**src/rtl/mem_port_arbiter.sv**
```systemverilog
// mem_port_arbiter: round-robin arbiter that sequences fetch and load/store onto one valid/ready memory port.
// Optional access timeout with sticky err flag: define MEM_ARB_TIMEOUT_EN.
module mem_port_arbiter #(
   parameter int AW      = 8,
   parameter int DW      = 16,
   parameter int TIMEOUT = 15
) (
   input  logic          clk,
   input  logic          reset,
   input  logic          f_req,
   input  logic [AW-1:0] f_addr,
   output logic [DW-1:0] f_rdata,
   output logic          f_done,
   input  logic [1:0]    ls_op,
   input  logic [AW-1:0] ls_addr,
   input  logic [DW-1:0] ls_wdata,
   output logic [DW-1:0] ls_rdata,
   output logic          ls_done,
   output logic          m_valid,
   output logic          m_we,
   output logic [AW-1:0] m_addr,
   output logic [DW-1:0] m_wdata,
   input  logic          m_ready,
   input  logic [DW-1:0] m_rdata,
   output logic          busy,
   output logic          owner,
   output logic          err
);

   typedef enum logic [1:0] {IDLE = 2'd0, FETCH = 2'd1, LS = 2'd2, RESP = 2'd3} state_t;

   state_t        state, state_nx;
   logic          f_want, ls_want, grant_ls, to_hit, in_access;
   logic [AW-1:0] req_addr;
   logic [DW-1:0] req_wdata;
   logic          req_we;

   assign f_want    = f_req;
   assign ls_want   = (ls_op == 2'b01) || (ls_op == 2'b10);
   assign in_access = (state == FETCH) || (state == LS);

`ifdef MEM_ARB_TIMEOUT_EN
   localparam int CW = $clog2(TIMEOUT + 1);
   logic [CW-1:0] wait_cnt;

   assign to_hit = in_access && !m_ready && (wait_cnt == CW'(TIMEOUT));

   always_ff @(posedge clk) begin
      if (!reset) begin
         wait_cnt <= '0;
         err      <= 1'b0;
      end else begin
         if (!in_access)
            wait_cnt <= '0;
         else if (!m_ready && !to_hit)
            wait_cnt <= wait_cnt + CW'(1);
         if (to_hit)
            err <= 1'b1;
      end
   end
`else
   logic unused_timeout;
   assign unused_timeout = (TIMEOUT != 0);
   assign to_hit         = 1'b0;
   assign err            = 1'b0;
`endif

   // On contention, owner remembers the last side served, so the other side wins.
   always_comb begin
      grant_ls = ls_want && !(f_want && owner);
      state_nx = state;
      case (state)
         IDLE: begin
            if (grant_ls)
               state_nx = LS;
            else if (f_want)
               state_nx = FETCH;
         end
         FETCH, LS: begin
            if (m_ready || to_hit)
               state_nx = RESP;
         end
         RESP:    state_nx = IDLE;
         default: state_nx = IDLE;
      endcase
   end

   always_ff @(posedge clk) begin
      if (!reset) begin
         state    <= IDLE;
         owner    <= 1'b1;
         f_rdata  <= '0;
         ls_rdata <= '0;
      end else begin
         state <= state_nx;
         if (state == IDLE && state_nx != IDLE)
            owner <= grant_ls;
         if (state == FETCH) begin
            if (m_ready)
               f_rdata <= m_rdata;
            else if (to_hit)
               f_rdata <= '0;
         end
         if (state == LS && !req_we) begin
            if (m_ready)
               ls_rdata <= m_rdata;
            else if (to_hit)
               ls_rdata <= '0;
         end
      end
   end

   // Request payload is sampled every idle cycle; the value on the grant edge is what sticks.
   always_ff @(posedge clk) begin
      if (state == IDLE) begin
         req_addr  <= grant_ls ? ls_addr : f_addr;
         req_wdata <= ls_wdata;
         req_we    <= grant_ls && (ls_op == 2'b10);
      end
   end

   assign m_valid = in_access;
   assign m_we    = req_we;
   assign m_addr  = req_addr;
   assign m_wdata = req_wdata;
   assign busy    = (state != IDLE);
   assign f_done  = (state == RESP) && !owner;
   assign ls_done = (state == RESP) && owner;

endmodule
```
**config.mk**
```make
export PLATFORM = sky130hd
export DESIGN_NAME = mem_port_arbiter
export DESIGN_NICKNAME = d
export VERILOG_FILES = /design/src/rtl/mem_port_arbiter.sv
export SDC_FILE = /design/constraint.sdc
export NUM_CORES = 1
export LEC_CHECK = 0
export ABC_AREA = 1
export BUFFER_PORTS_ARGS = -buffer_cell sky130_fd_sc_hd__buf_2
export CORE_MARGIN = 2
export CORE_UTILIZATION = 48
export DETAILED_ROUTE_END_ITERATION = 8
export GPL_TIMING_DRIVEN = 0
export PLACE_DENSITY = 0.86
export SYNTH_ARGS = -nofsm -noshare
export SYNTH_HDL_FRONTEND = slang
export SYNTH_SLANG_ARGS = --single-unit
```
**constraint.sdc**
```tcl
create_clock -name clk -period 2.84 [get_ports clk]
set_input_delay 0.568 -clock clk [delete_from_list [all_inputs] [get_ports clk]]
set_output_delay 0.568 -clock clk [all_outputs]
set_load 0.01 [all_outputs]
```
Yosys cells after proc, flatten, opt, wreduce, memory -nomap -nowiden

Index checks and enable logic that the tools add are counted.

Bits in registers: 60
Latch bits: 0
Memory bits (writable): 0
ROM bits: 0
Bits of input ports: 54
Output and inout bits: 63
Word-level logic and storage cells: 35
Memories kept: 0

Add/sub/neg operators: 0
$mul: 0
Div/mod/pow operators: 0
$lt $le $gt $ge: 0
Equality and inequality tests: 5
Shift operators: 0
Mux-type cells: 5
Bitwise operators: 0
Reductions and logical operators: 18

Operators by type and width:

| cell                                           | count |
|---|---|
| two-way mux 8 bit                              | 1 |
| logical AND 1 bit                              | 7 |
| == test 2 bit (second input constant)          | 3 |
| two-way mux 2 bit                              | 3 |
| one-hot mux 2 bit (3 select lines)             | 1 |
| == test 2 x 1 -> 1 bit (second input constant) | 2 |
| AND reduction 2 bit                            | 2 |
| nonzero test 2 bit                             | 2 |
| zero test 1 bit                                | 3 |
| zero test 2 bit                                | 1 |
| logical OR 1 bit                               | 2 |
| OR reduction 2 bit                             | 1 |

Longest topological paths before layout

Word-level depth: 7
Gate-level depth with buffers: 10
Depth with buffers taken out: 10

Least setup slack after synthesis

Ideal clock, no wire load.

Path type: flip-flop to output port
From: register state[0]
To: output busy
Arrival time: 1,375 ps
Data required time: 2,272 ps
Setup slack: 897 ps
Cell stages (with the launch flop): 4
Buffers on the path: 0
Cell sequence: dfxtp_1 -> inv_1 -> ha_1 -> inv_1

Cells in the longest elaborated chain, start to end: 1

Ends and longest elaborated chain:

| what                   | line | RTL |
|---|---|---|
| start, declared        | 32   | `state_t state, state_nx;` |
| start signal, assigned | 95   | `state <= state_nx;` |
| nonzero test 2 bit     | 126  | `assign busy = (state != IDLE);` |
| end, declared          | 25   | `output logic busy,` |

No other way between the ends.

Worst setup path in the final report

Ends and elaborated chain as after synthesis.

==> impl_metrics.py <==
metrics = {
    "flow_run": {
        "max-cap-violations": 0,
    },
    "timing": {
        "hold_viol": 0,
        "finalCritPeriodShare": 0.8171,
        "hold_slack_ps": 413.3,
        "setup_slack_ps": 519.5,
        "max_slew.worst_pin.slew_ps": 627.8,
        "setup_tns_ps": 0,
        "slew_viol_final": 0,
        "finalSetupViolCount": 0,
        "slew-limit-headroom": 0.5815,
        "rsz0062_at_grt": "no",
        "worst_clock_skew_ps": 8.229,
        "period_minus_slack_ps": 2321,
        "max_freq_ghz": 0.4309,
    },
    "critical_path": {
        "worstSetupStartpointType": "flop",
        "crit_path_cell_trace": "inv_1, ha_2, inv_1, buf_2",
        "r2r-start": "state[0]",
        "crit_fanout": 28,
        "rr_worst_depth": 9,
        "critPathKind": "reg2out",
        "slowest_stage": "ha_2",
        "r2r_setup_slack_ps": 1050,
        "worstPathRequired_ps": 2270,
        "cpPeakStageDelay_ps": 590,
        "cpMostUsedCell": "inv_1",
        "r2r_end": "owner",
        "critPathCaptureType": "output pin",
        "cp_data_arrival_time_ps": 1750,
    },
    "drt": {
        "dr.pass1.iters": 4,
        "drtIter0Drc": 77,
        "vias": 1886,
        "viasPerCell": 4.692,
        "wire_per_inst_um": 12.70,
        "drcViolationCount": 0,
        "wl_mm": 5.107,
        "antenna_left": 0,
    },
    "global_routing": {
        "grt_pass1_wl_mm": 7.728,
        "antenna_found_initial": 0,
        "grt_overflow": 0,
        "grt_pass1_vias": 1734,
        "top_usage_layer": "met2",
        "met3_usage": 0.05000,
        "grt_use_met1": 0.2187,
        "grtUsageTotal": 0.2000,
        "gr-usage-met2": 0.3415,
        "grt_max_degree": 29,
    },
    "synth": {
        "async_flop_share": 0,
        "synth-seq-cells": 60,
        "ys_warn_count": 0,
        "synthTopCellsByArea": "edfxtp_1, dfxtp_1, nor2_1",
        "yosysMostFrequentCell": "nor2_1",
        "synth_flop_cell": "dfxtp_1",
        "synth.top_cells.by_count": "nor2_1, dfxtp_1, o21ai_0",
        "netlist_area_um2": 2232,
        "synth.top_cell.area_share": 0.3363,
        "post_synth.cell_area_avg_um2": 10.19,
        "synth_top_area_cell": "edfxtp_1",
        "syn_inst": 219,
        "ys_types": 19,
        "synth_nets": 278,
        "synth_edf_count": 25,
        "seq_area_frac_synth": 0.6502,
    },
    "cells_and_area": {
        "drive_gt1_frac": 0.4200,
        "multi_input_area_um2": 674.4,
        "nNetsFinal": 404,
        "layout.area.seq_um2": 1451,
        "final_util": 0.7038,
        "area_delta_synth_final_pct": 39.18,
        "fillers": 337,
        "diodes": 0,
    },
    "floorplanning": {
        "fp.dieH_um": 72.20,
        "start_util": 0.5057,
        "num_rows": 24,
        "boundaryPins": 117,
        "core_area_um2": 4414,
        "dieArea_um2": 5212,
        "die-width_um": 72.20,
    },
    "power_and_ir_drop": {
        "leakagePower_uw": 0.001551,
        "p_total_uw": 2463,
        "vdd_drop_max_v": 0.0004376,
        "power_density_nw_per_um2": 792.8,
    },
    "worst_hold_path": {
        "holdPathEnd": "m_wdata[15]",
        "hp-class": "in2reg",
        "min_from": "ls_wdata[15]",
        "hold_depth": 1,
    },
    "clock_network": {
        "clk_pin_slew_worst_paths_ps": 60,
        "cts_tree": "built",
        "clock_latency_ps": 330,
        "clock_path_buffers": 2,
        "cts_buffers": 9,
        "cts_max_level": 3,
        "cts_root_buf": "clkbuf_8",
        "cts_sinks": 60,
    },
    "status": {
        "status": "completed",
    },
    "placement": {
        "place.gp.congestion": 0.8900,
        "hpwl_mm": 3.900,
        "dp_slack_ps": 409.6,
        "numPortBuffers": 115,
    },
}
[registers in the layout (all words and copies together), names as in the netlist]
name / flops
state: 2
m_wdata: 16
m_we: 1
m_addr: 8
f_rdata: 16
ls_rdata: 16
owner: 1
[logic make-up (layout without fill, tap and decap cells)]
| kind of cell | Yosys count | count (layout) | share of synthesized area |
|---|---|---|---|
| and+or+nand+nor | 86 | 86 | 0.1491 |
| DFF | 60 | 60 | 0.6502 |
| AOI/OAI and AO/OA | 36 | 36 | 0.08184 |
| buffers and inverters | 23 | 154 | 0.04876 |
| muxes | 8 | 8 | 0.04036 |
| adders and majority gates | 5 | 5 | 0.02803 |
| other | 1 | 1 | 0.001680 |
[what timing repair did]
| action | CTS | global route |
|---|---|---|
| setup endpoints to repair | 0 | 1 |
| hold buffers | 0 | 0 |
| resized for setup | 0 | 1 |
| setup buffers | 0 | 0 |
[per-layer routing]
metal  part of all wire  up-vias
met5                  0        -
met4              0.034        0
met3              0.061       15
met2               0.52       59
met1               0.38      849
li1                   -      963
[metrics by stage]
stage / cell area (µm²) / cells
floorplan: 2232 / 219
global placement: 2873 / 386
detailed placement: 2873 / 386
CTS: 3104 / 402
global route: 3107 / 402
finish: 3107 / 402
[critical path: cells and delay by family, from the launching register on]
family	cells	cell delay [ps]
buffers and inverters	3	480
flip-flops	1	350
adder cells (fa/ha/maj)	1	590
[final cells by class]
cell class | instances | share of cell area
timing repair buffer | 115 | 0.1853
tap | 52 | 0.02094
buffer | 9 | 0.01812
clock inverter | 5 | 0.03222
clock buffer | 11 | 0.04229
sequential | 60 | 0.4672
multi-input combinational | 136 | 0.2171
inverter | 14 | 0.01692
[how the worst max path moves through the flow]
stage,start,endpoint,depth (start not counted)
final,state[0],busy,4
after global routing,state[0],busy,4
after CTS,state[0],busy,4
after detailed placement,state[0],busy,4
after global placement,state[0],busy,4
after floorplan,state[0],busy,3
[power breakdown]
part	total, µW	internal, µW	leakage (µW)	switching, µW
Sequential	1100	1050	0.000539	51.0
Clock	891	580	0.000117	310
Combinational	468	192	0.000895	276
[cells in the final DEF (no fill, tap or decap), types with 6 or more instances in the layout]
| cell | instances |
|---|---|
| buf_2 | 115 |
| clkbuf_1 | 6 |
| clkbuf_8 | 9 |
| dfxtp_1 | 35 |
| edfxtp_1 | 25 |
| inv_1 | 12 |
| mux2_2 | 8 |
| nand2_1 | 12 |
| nor2_1 | 72 |
| o21ai_0 | 33 |
(Power assumes the default switching activity.)
